==> config.mk <==
export PLATFORM = sky130hd
export DESIGN_NAME = apb_req_master
export DESIGN_NICKNAME = d
export VERILOG_FILES = /design/src/rtl/apb_req_master.sv
export SDC_FILE = /design/constraint.sdc
export NUM_CORES = 1
export LEC_CHECK = 0
export ABC_AREA = 1
export CORE_ASPECT_RATIO = 0.7
export CORE_MARGIN = 5
export CORE_UTILIZATION = 39
export CTS_BUF_LIST = sky130_fd_sc_hd__clkbuf_8
export DETAILED_ROUTE_END_ITERATION = 7
export PLACE_DENSITY = 0.76
export SKIP_CTS_REPAIR_TIMING = 1
export SLEW_MARGIN = 15
export SYNTH_ARGS = -nofsm -noshare
export SYNTH_HDL_FRONTEND = slang
export SYNTH_SLANG_ARGS = --single-unit
==> constraint.sdc <==
create_clock -name clk_i -period 1.5 [get_ports clk_i]
set_clock_uncertainty 0.15 [all_clocks]
set_input_delay 0.225 -clock clk_i [delete_from_list [all_inputs] [get_ports clk_i]]
set_output_delay 0.225 -clock clk_i [all_outputs]
set_load 0.01 [all_outputs]
==> src/rtl/apb_req_master.sv <==
// apb_req_master: turns a valid/ready request into one APB transfer and
// returns the result on a valid/ready response channel.
//
// Handshake semantics (request and response channels alike): a transfer
// happens on a rising clk edge where valid and ready are both high; the
// source holds valid and its payload stable until that edge, and ready
// never depends combinationally on valid.
//
// The debug output dbg_state_o carries the FSM state encoding
// (0 IDLE, 1 SETUP, 2 ACCESS, 3 RESP).
module apb_req_master #(
    parameter int DATA_WIDTH = 8,
    parameter int BUS_WIDTH  = 32,
    parameter int ADDR_WIDTH = 16,
    parameter int TIMEOUT    = 16,
    localparam int STRB_W    = BUS_WIDTH / DATA_WIDTH
) (
    input  logic                  clk_i,
    input  logic                  rst_n_i,
    input  logic                  req_valid_i,
    output logic                  req_ready_o,
    input  logic                  req_write_i,
    input  logic [ADDR_WIDTH-1:0] req_addr_i,
    input  logic [BUS_WIDTH-1:0]  req_wdata_i,
    input  logic [STRB_W-1:0]     req_strb_i,
    output logic                  rsp_valid_o,
    input  logic                  rsp_ready_i,
    output logic [BUS_WIDTH-1:0]  rsp_rdata_o,
    output logic                  rsp_err_o,
    output logic                  rsp_timeout_o,
    output logic                  psel_o,
    output logic                  penable_o,
    output logic                  pwrite_o,
    output logic [ADDR_WIDTH-1:0] paddr_o,
    output logic [BUS_WIDTH-1:0]  pwdata_o,
    output logic [STRB_W-1:0]     pstrb_o,
    input  logic [BUS_WIDTH-1:0]  prdata_i,
    input  logic                  pready_i,
    input  logic                  pslverr_i,
    output logic [1:0]            dbg_state_o
);

    typedef enum logic [1:0] {
        IDLE   = 2'd0,
        SETUP  = 2'd1,
        ACCESS = 2'd2,
        RESP   = 2'd3
    } state_t;

    // The wait counter is compared against TIMEOUT-1: the ACCESS cycle that
    // finds the counter there is the TIMEOUT-th one and ends the transfer.
    localparam logic [7:0] WAIT_LAST = 8'(TIMEOUT - 1);

    state_t                state_q, state_d;
    logic [7:0]            wait_q, wait_d;
    logic                  psel_q, psel_d;
    logic                  penable_q, penable_d;
    logic                  pwrite_q, pwrite_d;
    logic [ADDR_WIDTH-1:0] paddr_q, paddr_d;
    logic [BUS_WIDTH-1:0]  pwdata_q, pwdata_d;
    logic [STRB_W-1:0]     pstrb_q, pstrb_d;
    logic                  rsp_valid_q, rsp_valid_d;
    logic [BUS_WIDTH-1:0]  rsp_rdata_q, rsp_rdata_d;
    logic                  rsp_err_q, rsp_err_d;
    logic                  rsp_timeout_q, rsp_timeout_d;

    // Next-state and next-output logic; every register holds by default.
    always_comb begin
        state_d       = state_q;
        wait_d        = wait_q;
        psel_d        = psel_q;
        penable_d     = penable_q;
        pwrite_d      = pwrite_q;
        paddr_d       = paddr_q;
        pwdata_d      = pwdata_q;
        pstrb_d       = pstrb_q;
        rsp_valid_d   = rsp_valid_q;
        rsp_rdata_d   = rsp_rdata_q;
        rsp_err_d     = rsp_err_q;
        rsp_timeout_d = rsp_timeout_q;
        case (state_q)
            IDLE: begin
                if (req_valid_i) begin
                    state_d   = SETUP;
                    psel_d    = 1'b1;
                    penable_d = 1'b0;
                    pwrite_d  = req_write_i;
                    paddr_d   = req_addr_i;
                    // Reads never drive data or strobes onto the bus.
                    pwdata_d  = req_write_i ? req_wdata_i : '0;
                    pstrb_d   = req_write_i ? req_strb_i : '0;
                end
            end
            SETUP: begin
                state_d   = ACCESS;
                penable_d = 1'b1;
                wait_d    = '0;
            end
            ACCESS: begin
                if (pready_i) begin
                    state_d       = RESP;
                    psel_d        = 1'b0;
                    penable_d     = 1'b0;
                    rsp_valid_d   = 1'b1;
                    rsp_rdata_d   = pwrite_q ? '0 : prdata_i;
                    rsp_err_d     = pslverr_i;
                    rsp_timeout_d = 1'b0;
                end else if (wait_q == WAIT_LAST) begin
                    state_d       = RESP;
                    psel_d        = 1'b0;
                    penable_d     = 1'b0;
                    rsp_valid_d   = 1'b1;
                    rsp_rdata_d   = '0;
                    rsp_err_d     = 1'b1;
                    rsp_timeout_d = 1'b1;
                end else begin
                    wait_d = wait_q + 8'd1;
                end
            end
            RESP: begin
                if (rsp_ready_i) begin
                    state_d     = IDLE;
                    rsp_valid_d = 1'b0;
                end
            end
            default: state_d = IDLE;
        endcase
    end

    // State and registered outputs; reset abandons any transfer in flight.
    always_ff @(posedge clk_i or negedge rst_n_i) begin
        if (!rst_n_i) begin
            state_q       <= IDLE;
            wait_q        <= '0;
            psel_q        <= 1'b0;
            penable_q     <= 1'b0;
            pwrite_q      <= 1'b0;
            paddr_q       <= '0;
            pwdata_q      <= '0;
            pstrb_q       <= '0;
            rsp_valid_q   <= 1'b0;
            rsp_rdata_q   <= '0;
            rsp_err_q     <= 1'b0;
            rsp_timeout_q <= 1'b0;
        end else begin
            state_q       <= state_d;
            wait_q        <= wait_d;
            psel_q        <= psel_d;
            penable_q     <= penable_d;
            pwrite_q      <= pwrite_d;
            paddr_q       <= paddr_d;
            pwdata_q      <= pwdata_d;
            pstrb_q       <= pstrb_d;
            rsp_valid_q   <= rsp_valid_d;
            rsp_rdata_q   <= rsp_rdata_d;
            rsp_err_q     <= rsp_err_d;
            rsp_timeout_q <= rsp_timeout_d;
        end
    end

    assign req_ready_o   = (state_q == IDLE);
    assign psel_o        = psel_q;
    assign penable_o     = penable_q;
    assign pwrite_o      = pwrite_q;
    assign paddr_o       = paddr_q;
    assign pwdata_o      = pwdata_q;
    assign pstrb_o       = pstrb_q;
    assign rsp_valid_o   = rsp_valid_q;
    assign rsp_rdata_o   = rsp_rdata_q;
    assign rsp_err_o     = rsp_err_q;
    assign rsp_timeout_o = rsp_timeout_q;
    assign dbg_state_o   = state_q;

endmodule

==> results of run 1 <==
-- cell type report --
class                   instances  area [sq um]
clock inverters                 5          60.1
multi-input cells             342          1880
repair buffers                232          2650
flip-flops and latches        100          2500
inverters                      15          61.3
fillers                       723          2960
well taps                     132           165
clock buffers                  11           151
-- per-stage QoR --
step,setup TNS [ns],total power [mW],hold WS [ns]
floorplan,-1.57,6.50,-0.221
global placement,-3.51,9.50,0.178
detailed placement,-7.73,9.68,0.184
CTS,-25.46,11.5,-0.228
global route,-9.35,13.1,0.212
finish,-6.53,12.3,0.224
-- power breakdown --
group          switching [mW]  internal (mW)  total, mW
registers               0.614           3.69       4.31
clock network           0.947          0.866       1.81
logic                    2.99           3.18       6.17
-- registers in the layout (all words and copies together) (netlist names) --
register	cells
pstrb_o	4
paddr_o	16
dbg_state_o	2
psel_o	1
penable_o	1
rsp_valid_o	1
rsp_rdata_o	32
rsp_timeout_o	1
pwrite_o	1
pwdata_o	32
wait_q	8
rsp_err_o	1
-- worst min-delay path by stage --
stage / from / end / slack (ns)
after floorplan: rst_n_i / dbg_state_o[0] / -0.22
after CTS: rst_n_i / rsp_rdata_o[22] / -0.23
after global placement: rst_n_i / rsp_rdata_o[22] / 0.18
after detailed placement: rst_n_i / rsp_rdata_o[22] / 0.18
final: req_addr_i[14] / paddr_o[14] / 0.22
after global routing: req_addr_i[10] / paddr_o[10] / 0.21
-- routing by layer --
layer	share of wire	GRT usage
met2	0.48	0.290
met5	0	0
met1	0.40	0.236
met4	0.014	0.0548
met3	0.11	0.0897
-- layout by cell type, fill, tap and decap left out, types with 2 or more instances in the layout --
master / instances
o21ai_0: 34
nand2_1: 187
clkbuf_2: 2
xor2_1: 2
o21ai_1: 22
nand2_4: 10
buf_12: 8
nand2_8: 3
nand3_1: 6
nor2_4: 2
inv_1: 10
nand2_2: 25
nor2_1: 8
ha_1: 3
dfrtp_1: 98
buf_4: 28
clkbuf_16: 6
ha_4: 3
inv_2: 3
clkbuf_8: 11
clkinv_4: 2
dlymetal6s2s_1: 90
o21ai_2: 20
dfrtp_2: 2
nand3_2: 4
nand3_4: 4
inv_4: 2
clkdlybuf4s50_1: 89
nand4_1: 3
buf_6: 8
-- tightest hold or removal path, cell delays in order --
cell	delay (ns)
clkdlybuf4s50_1	0.39
nand2_1	0.06
nand2_1	0.04
-- kinds of logic after synthesis --
kind of cell,share of synthesized area
adders and majority gates,0.0208
and+or+nand+nor,0.240
buffers and inverters,0.0434
AOI/OAI and AO/OA,0.0957
DFF,0.594
xor gates and xnor gates,0.00624
==> key figures, run 1 <==
Detailed routing
  • Initial DRC count: 178
  • Pre-Repair DR Iteration Count: 4
  • Via count: 4129
  • Avg Vias per Cell: just under 5
  • DRC: 0
  • ANT nets after route: 0
  • Wire length per cell: roughly 17 um
  • Post-Route WL: 14100 um

Worst setup path
  • Critical path class: reg2reg
  • Type of origin of the critical path: flop
  • Most used cell, CP: nand2_8
  • Bufs and invs on worst path: 1
  • Crit path launch: wait_q[0]
  • CP arrival: 1.79 ns
  • Worst path max stage delay: around 0.4 ns
  • Slowest cell on the critical path: dfrtp_1
  • Crit path depth: 9
  • Cell depth of the worst flop-to-flop path: 9
  • Internal reg-to-reg setup slack: -0.18 ns
  • RR Startpoint: wait_q[0]
  • Worst Setup EP: rsp_rdata_o[13]
  • Critical-path maximum fanout: 8
  • Cells along the critical path: ha_4, nand2_4, nor2_4, nand3_4, nand2_8, nand2_8, clkbuf_16, nand2_2, o21ai_1
  • Largest delay contributor family on the critical path: simple AND/OR/NAND/NOR gates
  • Reg-to-Reg End: rsp_rdata_o[13]
  • Critical Path RT: 1.61 ns
  • CP endpoint kind: flop

Run status
  • Violated checks: negative setup slack
  • Status: finished with violations

Yosys
  • Main synth FF type: dfrtp_1
  • Synthesis warning total: 0
  • Synth top cells by count: nand2_1 (221), dfrtp_1 (100), o21ai_0 (51)
  • Top cells by area, synth: dfrtp_1 (59%), nand2_1 (20%), o21ai_0 (6.1%)
  • Seq/Total Area, Yosys: 0.594
  • Syn_area_per_cell: 8.76 sq um
  • Most numerous cell in the Yosys netlist: nand2_1
  • Synthesized flop and latch total: 100
  • Post-synthesis cell type count: 23
  • Synthesized Nets: 579
  • Synthesized area: 4210 sq um
  • Synth Instances: slightly below 500
  • Synth area leader: dfrtp_1
  • Synth top area share: 0.594
  • EDFF count, synth: 0
  • Synth async-reset ratio: 1.00

Clocking
  • Later-pin clock latency in the skew report: ~0.37 ns
  • Max clock buf depth: 2
  • H-tree depth: 3
  • CTS tree: done
  • Clock sink count: 100
  • Reg clk slew, reported paths: 0.10 ns
  • Clk root buf: clkbuf_8
  • CTS buffer count: 9

STA
  • Min cycle time layout: 1.68 ns
  • Endpoints failing hold: 0
  • Setup Viol. Count Final: 48
  • RSZ-0062 raised after global routing: true
  • PnR worst setup slack: -0.183 ns
  • Final period util: 1.12
  • Fmax: 594 MHz
  • Pin slew with the least headroom to its limit: 0.559 ns
  • Slew Limit Fails: 0
  • Slew headroom: 0.628

Placed design
  • Placed cell areas: 6390 sq um
  • Placed Cells: 797
  • Hpwl dp: 9070 um
  • Minimum setup slack after placement: -0.203 ns
  • Port Buffers: 183
  • GP Congestion: between 0.8 and 0.9

Power and ir drop
  • Pwr dens: 1650 nW/um^2
  • Peak supply drop: between 0.8 and 0.9 mV
  • LEAKAGE: 4.60 nW

Global route
  • Total gr overflow: 0
  • Gr usage total: 0.188
  • Initial antenna violation count: 0
  • First-pass GRT wire length: approximately 20000 um
  • Largest net degree at the start of global routing: 101
  • Vias in the first global route: 3837

Layout
  • Finished Layout Cells: approximately 840
  • Ratio of cells with drive above 1 in the final layout: 0.211
  • Final Cell Area: between 7000 and 8000 sq um
  • Synth-to-layout area growth: 77.4%
  • Final Core Density: 0.716
  • Nets: around 800
  • Diodes inserted: 0

Die
  • Core area: 10400 sq um
  • Io pins: roughly 180
  • DIE HEIGHT: approximately 97 um
  • Die area: 13000 sq um
  • Std cell rows: 31
  • Initial core utilization: 0.404
  • Die W: 134 um

Min path
  • Worst hold path class: in2reg
  • Hold path cells: 3

Flow run
  • Max-cap violations: 0
(Power assumes the default switching activity.)
==> run 2, diff against run 1 <==
Settings changed: CORE_UTILIZATION 39 to 38, CTS_BUF_LIST sky130_fd_sc_hd__clkbuf_8 to default, PLACE_DENSITY 0.76 to 0.74.
==> key figures, run 2 (synthesis results as in run 1) <==
Detailed routing
  • Pre-Repair DR Iteration Count: 4
  • Initial DRC count: ~150
  • Avg Vias per Cell: 4.93
  • Wire length per cell: between 15 and 20 um
  • DRC: 0
  • ANT nets after route: 0
  • Post-Route WL: 15700 um
  • Via count: 4322

Global route
  • First-pass GRT wire length: around 19000 um
  • Gr usage total: 0.178
  • Initial antenna violation count: 0
  • Vias in the first global route: 3841
  • GR peak layer: met2
  • M1 GR Usage: 0.229
  • Grt met2 use: 0.277
  • Largest net degree at the start of global routing: 74
  • GRT met3 Usage: 0.0798
  • Total gr overflow: 0

Layout
  • Commonest non-fill, non-tap cells in the layout: nand2_1 (144), dfrtp_1 (98), dlymetal6s2s_1 (92)
  • Finished Layout Cells: 877
  • Diodes inserted: 0
  • Nets: 817
  • Final Cell Area: 8120 sq um
  • Seq. cell area: 2500 sq um
  • Fill count: 689
  • Commonest non-fill, non-tap cell in the layout: nand2_1
  • Area of the multi-input gates: 2120 sq um
  • Synth-to-layout area growth: 92.8%
  • Ratio of cells with drive above 1 in the final layout: 0.319

STA
  • Fmax: 602 MHz
  • Setup Viol. Count Final: 95
  • PnR worst setup slack: -0.161 ns
  • Min cycle time layout: 1.66 ns
  • Slew headroom: 0.701
  • Slew Limit Fails: 0
  • Final period util: 1.11
  • Endpoints failing hold: 0
  • RSZ-0062 raised after global routing: true
  • Pin slew with the least headroom to its limit: 0.447 ns

Clocking
  • Later-pin clock latency in the skew report: 0.33 ns
  • CTS buffer count: 9
  • Max clock buf depth: 2
  • CTS tree: done
  • Clk root buf: clkbuf_16
  • Reg clk slew, reported paths: 0.07 ns
  • H-tree depth: 3
  • Clock sink count: 100

Power and ir drop
  • Pwr dens: 1750 nW/um^2
  • Peak supply drop: between 0.9 and 1 mV
  • LEAKAGE: 4.87 nW

Flow run
  • Max-cap violations: 0

Placed design
  • Placed cell areas: 6460 sq um
  • GP Congestion: 0.822
  • Hpwl dp: 8900 um
  • Port Buffers: about 180
  • Placed Cells: 828

Worst setup path
  • CP endpoint kind: flop
  • Type of origin of the critical path: flop
  • Most used cell, CP: nand2_8
  • Critical-path maximum fanout: 5
  • CP arrival: 1.73 ns
  • Worst path max stage delay: 0.37 ns
  • Slowest cell on the critical path: dfrtp_1
  • Critical path class: reg2reg
  • Critical Path RT: 1.57 ns
  • Cells along the critical path: ha_2, nand2_2, nor2_4, nand3_4, nand2_8, nand2_8, clkbuf_16, nand2_4, o21ai_2

Run status
  • Status: finished with violations
  • Violated checks: negative setup slack

Die
  • DIE HEIGHT: ~100 um
  • Io pins: 184
  • Std cell rows: 32
  • Core area: roughly 11000 sq um
  • Die area: 13300 sq um
  • Die W: 136 um
  • Initial core utilization: 0.385

Min path
  • Worst hold path class: in2reg
run 2: metal layers:
layer	vias to the layer above	part of all wire
li1	2018	-
met1	2081	0.39
met2	194	0.49
met3	29	0.096
met4	0	0.024
met5	-	0
run 2: area by class of cell:
class                           instances  area share
Tap cell                              153      0.0236
Inverter                               15     0.00832
Clock buffer                            9      0.0277
Timing Repair inverter                  1    0.000770
Timing Repair Buffer                  249       0.360
Clock inverter                          7     0.00986
Sequential cell                       100       0.308
Multi-Input combinational cell        343       0.261
run 2: worst max-delay path, delay by kind of cell, from the launching register on:
family | cells | cell delay (ns)
simple gates | 6 | 0.61
flops | 1 | 0.37
fa+ha+maj | 1 | 0.20
buf+inv | 1 | 0.18
compound gates | 1 | 0.05
run 2: report_power, final:
group          switching (mW)  total (mW)  internal (mW)
logic                    3.50        7.38           3.88
registers               0.729        4.43           3.70
clock network            1.08        2.41           1.32
run 2: worst paths after layout:
| kind | cells past startpoint | slack [ns] | startpoint | end |
|---|---|---|---|---|
| min in group asynchronous | 3 | 0.31 | rst_n_i | rsp_valid_o |
| min reg2reg | 2 | 0.33 | pwdata_o[17] | pwdata_o[17] |
| max in group asynchronous | 3 | 0.54 | rst_n_i | pwdata_o[11] |
| max reg2reg | 9 | -0.16 | wait_q[0] | rsp_rdata_o[8] |
| max | 9 | -0.16 | wait_q[0] | rsp_rdata_o[8] |
| min | 3 | 0.28 | req_addr_i[6] | paddr_o[6] |
run 2: metrics by stage:
stage | util | power (mW) | hold slack [ns] | setup WS [ns] | TNS [ns]
4_1_cts | 0.619 | 12.2 | -0.246 | -0.478 | -22.38
5_1_grt | 0.743 | 15.0 | 0.272 | -0.249 | -15.00
2_1_floorplan | - | 6.50 | -0.221 | -0.0724 | -1.57
3_3_place_gp | 0.591 | 9.56 | 0.116 | -0.122 | -7.51
6_report | 0.743 | 14.2 | 0.278 | -0.161 | -8.44
3_5_place_dp | 0.591 | 9.70 | 0.123 | -0.149 | -9.95
==> run 3, diff against run 2 <==
Settings changed: PLACE_DENSITY 0.74 to default, PLACE_DENSITY_LB_ADDON from default to 0.15, TNS_END_PERCENT from default to 100.
==> key figures, run 3 (synthesis results as in run 1) <==
STA
  • PnR worst setup slack: -0.161 ns
  • Final period util: 1.11
  • Pin slew with the least headroom to its limit: 0.846 ns
  • Setup_tns: -5.89 ns
  • Fmax: 602 MHz
  • Setup Viol. Count Final: between 60 and 70
  • Slew Limit Fails: 0
  • Endpoints failing hold: 0
  • Slew headroom: 0.435
  • Min cycle time layout: 1.66 ns
  • RSZ-0062 raised after global routing: true

Global route
  • GRT met3 Usage: 0.0675
  • Total gr overflow: 0
  • First-pass GRT wire length: 19400 um
  • Gr usage total: 0.180
  • Largest net degree at the start of global routing: 43
  • Initial antenna violation count: 0
  • Grt met2 use: 0.264
  • M1 GR Usage: 0.250
  • GR peak layer: met2
  • Vias in the first global route: about 3800

Worst setup path
  • RR Startpoint: wait_q[1]
  • CP arrival: 1.75 ns
  • Critical Path RT: roughly 1.6 ns
  • Critical-path maximum fanout: 11
  • Type of origin of the critical path: flop
  • CP endpoint kind: flop
  • Cell depth of the worst flop-to-flop path: 9
  • Reg-to-Reg End: rsp_rdata_o[15]
  • Critical path class: reg2reg
  • Internal reg-to-reg setup slack: -0.16 ns

Die
  • Std cell rows: 32
  • DIE HEIGHT: 98.1 um
  • Core area: between 10000 and 15000 sq um
  • Io pins: 184
  • Initial core utilization: 0.385
  • Die W: 136 um
  • Die area: 13300 sq um

Layout
  • Area of the multi-input gates: 2050 sq um
  • Ratio of cells with drive above 1 in the final layout: 0.263
  • Fill count: 778
  • Diodes inserted: 0
  • Commonest non-fill, non-tap cell in the layout: nand2_1
  • Seq. cell area: 2500 sq um
  • Synth-to-layout area growth: 88.0%
  • Final Core Density: 0.724
  • Commonest non-fill, non-tap cells in the layout: nand2_1 (165), dfrtp_1 (98), dlymetal6s2s_1 (93)
  • Nets: 808

Placed design
  • Minimum setup slack after placement: -0.183 ns
  • Port Buffers: 183
  • Hpwl dp: 8820 um
  • GP Congestion: 0.805

Detailed routing
  • Wire length per cell: ~16 um
  • Avg Vias per Cell: 4.79
  • Initial DRC count: between 150 and 200
  • DRC: 0
  • ANT nets after route: 0
  • Via count: 4156
  • Post-Route WL: 13900 um
  • Pre-Repair DR Iteration Count: 4

Run status
  • Violated checks: negative setup slack
  • Status: finished with violations

Clocking
  • H-tree depth: 3
  • CTS buffer count: 9
  • Max clock buf depth: 2
  • CTS tree: done
  • Reg clk slew, reported paths: about 0.070 ns
  • Later-pin clock latency in the skew report: 0.34 ns
  • Clk root buf: clkbuf_16
  • Clock sink count: 100

Power and ir drop
  • Peak supply drop: 1.43 mV
  • Total Power: 13.5 mW
  • Pwr dens: around 1700 nW/um^2
  • LEAKAGE: 4.79 nW

Min path
  • Worst hold path class: in2async

Flow run
  • Max-cap violations: 0
## run 3: changes by cell type in the layout (fill, tap and decap cells not counted), sizes merged
cell | before | now
clkinv | 2 | 1
dlymetal6s2s | 92 | 93
clkdlybuf4s50 | 89 | 88
clkbuf | 18 | 20
inv | 18 | 16
buf | 58 | 48
nand2 | 226 | 227
## run 3: how the worst max path moves through the flow
stage | from | to | slack (ns) | cells after the start
after global routing | wait_q[1] | rsp_rdata_o[20] | -0.25 | 9
after detailed placement | wait_q[0] | rsp_rdata_o[5] | -0.18 | 9
after floorplan | wait_q[0] | rsp_rdata_o[25] | -0.07 | 10
after CTS | dbg_state_o[0] | req_ready_o | -0.47 | 3
after global placement | wait_q[0] | rsp_rdata_o[11] | -0.12 | 9
final | wait_q[1] | rsp_rdata_o[15] | -0.16 | 9
## run 3: routing by layer
layer  up-vias  routed length (um)
met3        25                1120
met5         -                   0
met1      1987                6250
li1       1995                   -
met2       149                6270
met4         0                 247
## run 3: cell type report
type	count	share of cell area
Clock inverter	5	0.00790
Clock buffer	10	0.0289
Multi-Input combinational cell	344	0.259
Timing Repair Buffer	240	0.355
Tap cell	153	0.0242
Sequential cell	100	0.316
Inverter	15	0.00806
## run 3: metrics by stage
stage | hold WS, ns | cells | cell area, sq um
after global routing | 0.174 | 867 | 7920
final | 0.153 | 867 | 7920
after floorplan | -0.221 | 481 | 4240
after global placement | -0.0309 | 828 | 6520
after CTS | -0.408 | 843 | 6810
after detailed placement | -0.0275 | 828 | 6520
## run 3: where the power goes
part	switching, mW	leakage, nW	internal [mW]	total (mW)
Combinational	3.19	3.35	3.57	6.76
Clock	1.01	0.135	1.29	2.31
Sequential	0.720	1.30	3.70	4.42
Total	4.93	4.79	8.56	13.5
## run 3: critical path, stage by stage (launching register included)
cell       delay [ns]
dfrtp_1          0.40
ha_4             0.16
nand2_4          0.05
nor2_4           0.14
nand3_4          0.10
nand2_4          0.11
nand2_8          0.12
clkbuf_16        0.19
nand2_1          0.05
o21ai_1          0.06
